===== config.mk =====
export PLATFORM = sky130hd
export DESIGN_NAME = pipe_hazard_ctrl
export DESIGN_NICKNAME = d
export VERILOG_FILES = /design/src/rtl/pipe_hazard_ctrl.sv
export SDC_FILE = /design/constraint.sdc
export NUM_CORES = 1
export LEC_CHECK = 0
export ABC_AREA = 1
export BUFFER_PORTS_ARGS = -buffer_cell sky130_fd_sc_hd__buf_4
export CAP_MARGIN = 20
export CORE_AREA = 5 5 86 88
export DETAILED_ROUTE_END_ITERATION = 10
export DIE_AREA = 0 0 91 93
export PLACE_DENSITY = 0.66
export SLEW_MARGIN = 20
export SYNTH_ARGS = -nofsm -noshare
export SYNTH_HDL_FRONTEND = slang
export SYNTH_SLANG_ARGS = --single-unit

===== constraint.sdc =====
create_clock -name clk_i -period 2.3 [get_ports clk_i]
set_clock_uncertainty 0.1 [all_clocks]
set_input_delay 0.46 -clock clk_i [delete_from_list [all_inputs] [get_ports clk_i]]
set_output_delay 0.46 -clock clk_i [all_outputs]
set_load 0.02 [all_outputs]

===== src/rtl/pipe_hazard_ctrl.sv =====
// Pipeline stall/flush controller: load-use, branch redirect,
// data-memory wait with timeout, saturating perf counters.
module pipe_hazard_ctrl #(
  parameter int MEM_TIMEOUT = 15,
  parameter int CNT_W       = 16
) (
  input  logic             clk_i,
  input  logic             rst_i,
  input  logic             idex_mem_read_i,
  input  logic [4:0]       idex_rd_i,
  input  logic [4:0]       ifid_rn_i,
  input  logic [4:0]       ifid_rm_i,
  input  logic             ifid_uses_rm_i,
  input  logic             branch_taken_i,
  input  logic             dmem_req_i,
  input  logic             dmem_ready_i,
  output logic             pc_we_o,
  output logic             ifid_we_o,
  output logic             idex_we_o,
  output logic             exmem_we_o,
  output logic             ifid_flush_o,
  output logic             idex_flush_o,
  output logic             exmem_flush_o,
  output logic             memwb_flush_o,
  output logic             mem_err_o,
  output logic [CNT_W-1:0] stall_cnt_o,
  output logic [CNT_W-1:0] flush_cnt_o
);

  localparam int WW = $clog2(MEM_TIMEOUT + 1);

  typedef enum logic [1:0] {
    RUN      = 2'd0,
    MEM_WAIT = 2'd1,
    ERROR    = 2'd2
  } state_t;

  state_t           state_q, state_d;
  logic [WW-1:0]    wait_q, wait_d;
  logic             mem_err_q, mem_err_d;
  logic [CNT_W-1:0] stall_q, stall_d;
  logic [CNT_W-1:0] flush_q, flush_d;
  logic             load_use;
  logic             flush_ev;

  // X31 reads as zero, so it never carries a real dependency
  assign load_use = idex_mem_read_i && (idex_rd_i != 5'd31) &&
                    ((idex_rd_i == ifid_rn_i) ||
                     (ifid_uses_rm_i && (idex_rd_i == ifid_rm_i)));

  // Mealy control: next state and enables/flushes
  always_comb begin
    state_d       = state_q;
    wait_d        = wait_q;
    mem_err_d     = mem_err_q;
    flush_ev      = 1'b0;
    pc_we_o       = 1'b1;
    ifid_we_o     = 1'b1;
    idex_we_o     = 1'b1;
    exmem_we_o    = 1'b1;
    ifid_flush_o  = 1'b0;
    idex_flush_o  = 1'b0;
    exmem_flush_o = 1'b0;
    memwb_flush_o = 1'b0;
    if (rst_i) begin
      ifid_flush_o  = 1'b1;
      idex_flush_o  = 1'b1;
      exmem_flush_o = 1'b1;
      memwb_flush_o = 1'b1;
    end else begin
      unique case (state_q)
        RUN: begin
          if (branch_taken_i) begin
            ifid_flush_o  = 1'b1;
            idex_flush_o  = 1'b1;
            exmem_flush_o = 1'b1;
            flush_ev      = 1'b1;
          end else if (dmem_req_i && !dmem_ready_i) begin
            pc_we_o       = 1'b0;
            ifid_we_o     = 1'b0;
            idex_we_o     = 1'b0;
            exmem_we_o    = 1'b0;
            memwb_flush_o = 1'b1;
            state_d       = MEM_WAIT;
            wait_d        = WW'(1);
          end else if (load_use) begin
            pc_we_o      = 1'b0;
            ifid_we_o    = 1'b0;
            idex_flush_o = 1'b1;
          end
        end
        MEM_WAIT: begin
          if (dmem_ready_i) begin
            state_d = RUN;
            wait_d  = '0;
            if (load_use) begin
              pc_we_o      = 1'b0;
              ifid_we_o    = 1'b0;
              idex_flush_o = 1'b1;
            end
          end else begin
            pc_we_o       = 1'b0;
            ifid_we_o     = 1'b0;
            idex_we_o     = 1'b0;
            exmem_we_o    = 1'b0;
            memwb_flush_o = 1'b1;
            if (wait_q == WW'(MEM_TIMEOUT)) begin
              state_d   = ERROR;
              mem_err_d = 1'b1;
            end else begin
              wait_d = wait_q + WW'(1);
            end
          end
        end
        default: begin
          pc_we_o       = 1'b0;
          ifid_we_o     = 1'b0;
          idex_we_o     = 1'b0;
          exmem_we_o    = 1'b0;
          ifid_flush_o  = 1'b1;
          idex_flush_o  = 1'b1;
          exmem_flush_o = 1'b1;
          memwb_flush_o = 1'b1;
        end
      endcase
    end
  end

  // Saturating counters: stop at all-ones instead of wrapping
  always_comb begin
    stall_d = stall_q;
    flush_d = flush_q;
    if (!rst_i && !pc_we_o && (stall_q != '1)) begin
      stall_d = stall_q + CNT_W'(1);
    end
    if (flush_ev && (flush_q != '1)) begin
      flush_d = flush_q + CNT_W'(1);
    end
  end

  // State and counter registers with synchronous reset
  always_ff @(posedge clk_i) begin
    if (rst_i) begin
      state_q   <= RUN;
      wait_q    <= '0;
      mem_err_q <= 1'b0;
      stall_q   <= '0;
      flush_q   <= '0;
    end else begin
      state_q   <= state_d;
      wait_q    <= wait_d;
      mem_err_q <= mem_err_d;
      stall_q   <= stall_d;
      flush_q   <= flush_d;
    end
  end

  assign mem_err_o   = mem_err_q;
  assign stall_cnt_o = stall_q;
  assign flush_cnt_o = flush_q;

endmodule


==> impl_metrics.env <==
export IMPL_min_delay_path_depth=2
export IMPL_hold_viol=0
export IMPL_gr_usage_all_layers=0.155
export IMPL_drtPass1Iterations=4
export IMPL_port_buffers=62
export IMPL_antenna_found_initial=0
export IMPL_timing_rr_end="stall_cnt_o[1]"
export IMPL_irDropWorstVdd_v=0.000303
export IMPL_r2r_cells=7
export IMPL_period_share=0.881
export IMPL_cts_sinks=39
export IMPL_synth_distinct_cells=35
export IMPL_overflow=0
export IMPL_synth_simple_gate_area_frac=0.384
export IMPL_end_kind="output port"
export IMPL_cts_tree="built"
export IMPL_viasPerCell=4.89
export IMPL_num_rows=30
export IMPL_gp_congestion=0.898
export IMPL_holdCritStartpoint="rst_i"
export IMPL_post_cts_repair_setup_buffers=0
export IMPL_clk_latency_ps=290
export IMPL_pwr_density_cell_nw_per_um2=481
export IMPL_synthAdderAreaFrac=0.0147
export IMPL_seq_power_share=0.462
export IMPL_die_w_um=91
export IMPL_cts_buffers_inserted=5
export IMPL_start_util=0.388
export IMPL_p_comb_frac=0.157
export IMPL_ys_warn_count=0
export IMPL_synth_compound_area_share=0.110
export IMPL_grt_pass1_vias=2566
export IMPL_yosysSeqAreaShare=0.306
export IMPL_crit_slowest_cell="or3_4"
export IMPL_die_y_um=93
export IMPL_grt_pass1_wl_mm=11.2
export IMPL_drtIter0Drc=79
export IMPL_clk_path_buf_depth=2
export IMPL_critPathArrivalTime_ps=1470
export IMPL_syn_nets=404
export IMPL_cp_top_family="simple AND/OR/NAND/NOR gates"
export IMPL_antenna_cells=0
export IMPL_cp_max_fo=3
export IMPL_n_fill_cell=698
export IMPL_reg2reg_slack_ps=310
export IMPL_drt_wl_total_mm=6.49
export IMPL_cp_buffers_inverters=3
export IMPL_crit_required_ps=1740
export IMPL_cap_violations=0
export IMPL_synth_top_family_by_area="simple AND/OR/NAND/NOR gates"
export IMPL_max_freq_ghz=0.493
export IMPL_rsz0062_at_grt="false"
export IMPL_rr_startpoint="stall_cnt_o[0]"
export IMPL_hpwl_mm=4.98
export IMPL_synth_area_um2=2550
export IMPL_start_kind="flop"
export IMPL_ant_nets=0
export IMPL_status="finished clean"
export IMPL_hold_buffers=0
export IMPL_cp_slowest_stage_delay_ps=360
export IMPL_setup_tns_ps=0
export IMPL_htree_num_levels=2
export IMPL_min_path_type="in -> reg"
export IMPL_num_nets_final=467
export IMPL_setup_viol=0
export IMPL_drive_above_1_share=0.255
export IMPL_area_delta_synth_final_pct=24.7
export IMPL_slew_limit_headroom=0.759
export IMPL_ys_ff_latch=39
export IMPL_synth_top_area_cell="dfxtp_1"
export IMPL_cts_resized=0
export IMPL_p_int_w=0.00111
export IMPL_power_share_clock=0.381
export IMPL_synth_area_top_cells="dfxtp_1 31%, nand2_1 13%, nand3_1 6.9%"
export IMPL_layout_min_cycle_time_ps=2030
export IMPL_crit_chain="inv_1 > nor2_1 > or3_4 > nand3_4 > nand2_4 > inv_1 > buf_4"
export IMPL_netlist_instances=379
export IMPL_netSwitchingFraction=0.275
export IMPL_p_sw_w=0.000419
export IMPL_crit_type="reg -> out"
export IMPL_vias=2559
export IMPL_p_leak_nw=1.34
export IMPL_worst_pin_slew_ps=357
export IMPL_wire_per_inst_um=12.4
export IMPL_dp_cells=515
export IMPL_worst_hold_path_endpoint="stall_cnt_o[9]"
export IMPL_grt_start_max_net_pins=19
export IMPL_final_cells=523
export IMPL_cpMostUsedCell="inv_1"
export IMPL_path_clk_slew_ps=80
export IMPL_drc_errors=0
export IMPL_synth_top_area_share=0.306
export IMPL_cts_root_buf="clkbuf_8"
export IMPL_avgSynthCellArea_um2=6.72
export IMPL_io_pins=63
export IMPL_drv_slew=0
export IMPL_yosys_mux_area_fraction=0
export IMPL_dieArea_um2=8460
export IMPL_synth_xor_area_share=0.0756
export IMPL_coreArea_um2=6570
## sequential cells by signal (all words and copies together), names as in the netlist
signal	cells
flush_cnt_o	16
mem_err_o	1
stall_cnt_o	16
state_q	2
wait_q	4
## placed cells by master (no fill, tap or decap), drive strengths merged
| master | synthesis | layout |
|---|---|---|
| nand2 | 101 | 101 |
| buf | 8 | 68 |
| inv | 47 | 47 |
| nor2 | 44 | 44 |
| dfxtp | 39 | 39 |
| nand3 | 38 | 38 |
| a21oi | 33 | 33 |
| nor3 | 16 | 16 |
| xor2 | 15 | 15 |
| nand4 | 8 | 8 |
| o21ai | 8 | 8 |
| xnor2 | 7 | 7 |
| clkbuf | 3 | 5 |
| clkinv | 2 | 4 |
| ha | 3 | 3 |
| o21bai | 2 | 2 |
| o21a | 1 | 1 |
| or3 | 1 | 1 |
| a211oi | 1 | 1 |
| a21o | 1 | 1 |
| bufinv | 0 | 1 |
## per-layer routing
layer  vias to the layer above  part of all wire  GRT usage
li1                       1338                 -          -
met1                      1150              0.47      0.191
met2                        64              0.47      0.272
met3                         7             0.053     0.0346
met4                         0            0.0091     0.0440
met5                         -                 0          0
## worst max-delay path by stage
stage / cells past startpoint / slack (ps) / start / to
after global routing: 7 / 110 / stall_cnt_o[0] / stall_cnt_o[1]
final: 7 / 270 / state_q[0] / ifid_we_o
after floorplan: 8 / 110 / dmem_req_i / pc_we_o
after detailed placement: 10 / 290 / dmem_req_i / stall_cnt_o[1]
after global placement: 8 / 330 / dmem_req_i / pc_we_o
after CTS: 7 / 260 / state_q[0] / ifid_we_o
## area by class of cell
cell class	count	area [um2]	share of cell area
clock buffers	5	68.8	0.0217
clock inverters	3	43.8	0.0138
inverters	49	184	0.0579
multi-input cells	279	1490	0.468
flip-flops and latches	39	781	0.246
well taps	80	100	0.0315
repair buffers	68	510	0.161
## through the flow
stage / utilization / cell area (um2) / total power (W) / hold WS (ps) / setup WS [ps]
floorplan: - / 2550 / 0.000879 / 356 / 106
CTS: 0.483 / 3180 / 0.00155 / 349 / 255
detailed placement: 0.466 / 3060 / 0.000962 / 364 / 287
finish: 0.483 / 3180 / 0.00153 / 365 / 274
global placement: 0.466 / 3060 / 0.000956 / 360 / 326
global route: 0.483 / 3180 / 0.00160 / 358 / 105
## power by group through the flow
stage               registers, W  clock network (W)  logic, W
floorplan               0.000724                  0  0.000155
global placement        0.000721                  0  0.000235
detailed placement      0.000721                  0  0.000241
CTS                     0.000705           0.000603  0.000241
global route            0.000708           0.000627  0.000267
finish                  0.000705           0.000582  0.000240
## kinds of logic (layout without fill, tap and decap cells)
kind of cell,count (synthesis),in the layout
and+or+nand+nor,208,208
xor gates and xnor gates,22,22
adders and majority gates,3,3
buffers and inverters,61,125
DFF,39,39
AOI/OAI and AO/OA,46,46
## synth_stat cells
library cell    n
nand3_2         2
clkinv_1        2
dfxtp_1        39
o21a_1          1
nand4_4         1
nand4_1         7
nand2_4         2
nor3_4          1
a21oi_2        10
o21bai_1        2
nand2_2        11
clkbuf_8        1
nor2_1         42
inv_2           5
a21oi_1        23
buf_4           4
xnor2_1         7
nand3_4         1
nand2_1        88
nor2_2          2
a211oi_1        1
nand3_1        35
inv_1          42
buf_2           3
nor3_2          1
o21ai_0         7
ha_1            3
a21o_1          1
clkbuf_1        2
dlygate4sd1_1   1
buf_12          1
xor2_1         15
nor3_1         14
o21ai_1         1
or3_4           1
(Power assumes the default switching activity.)
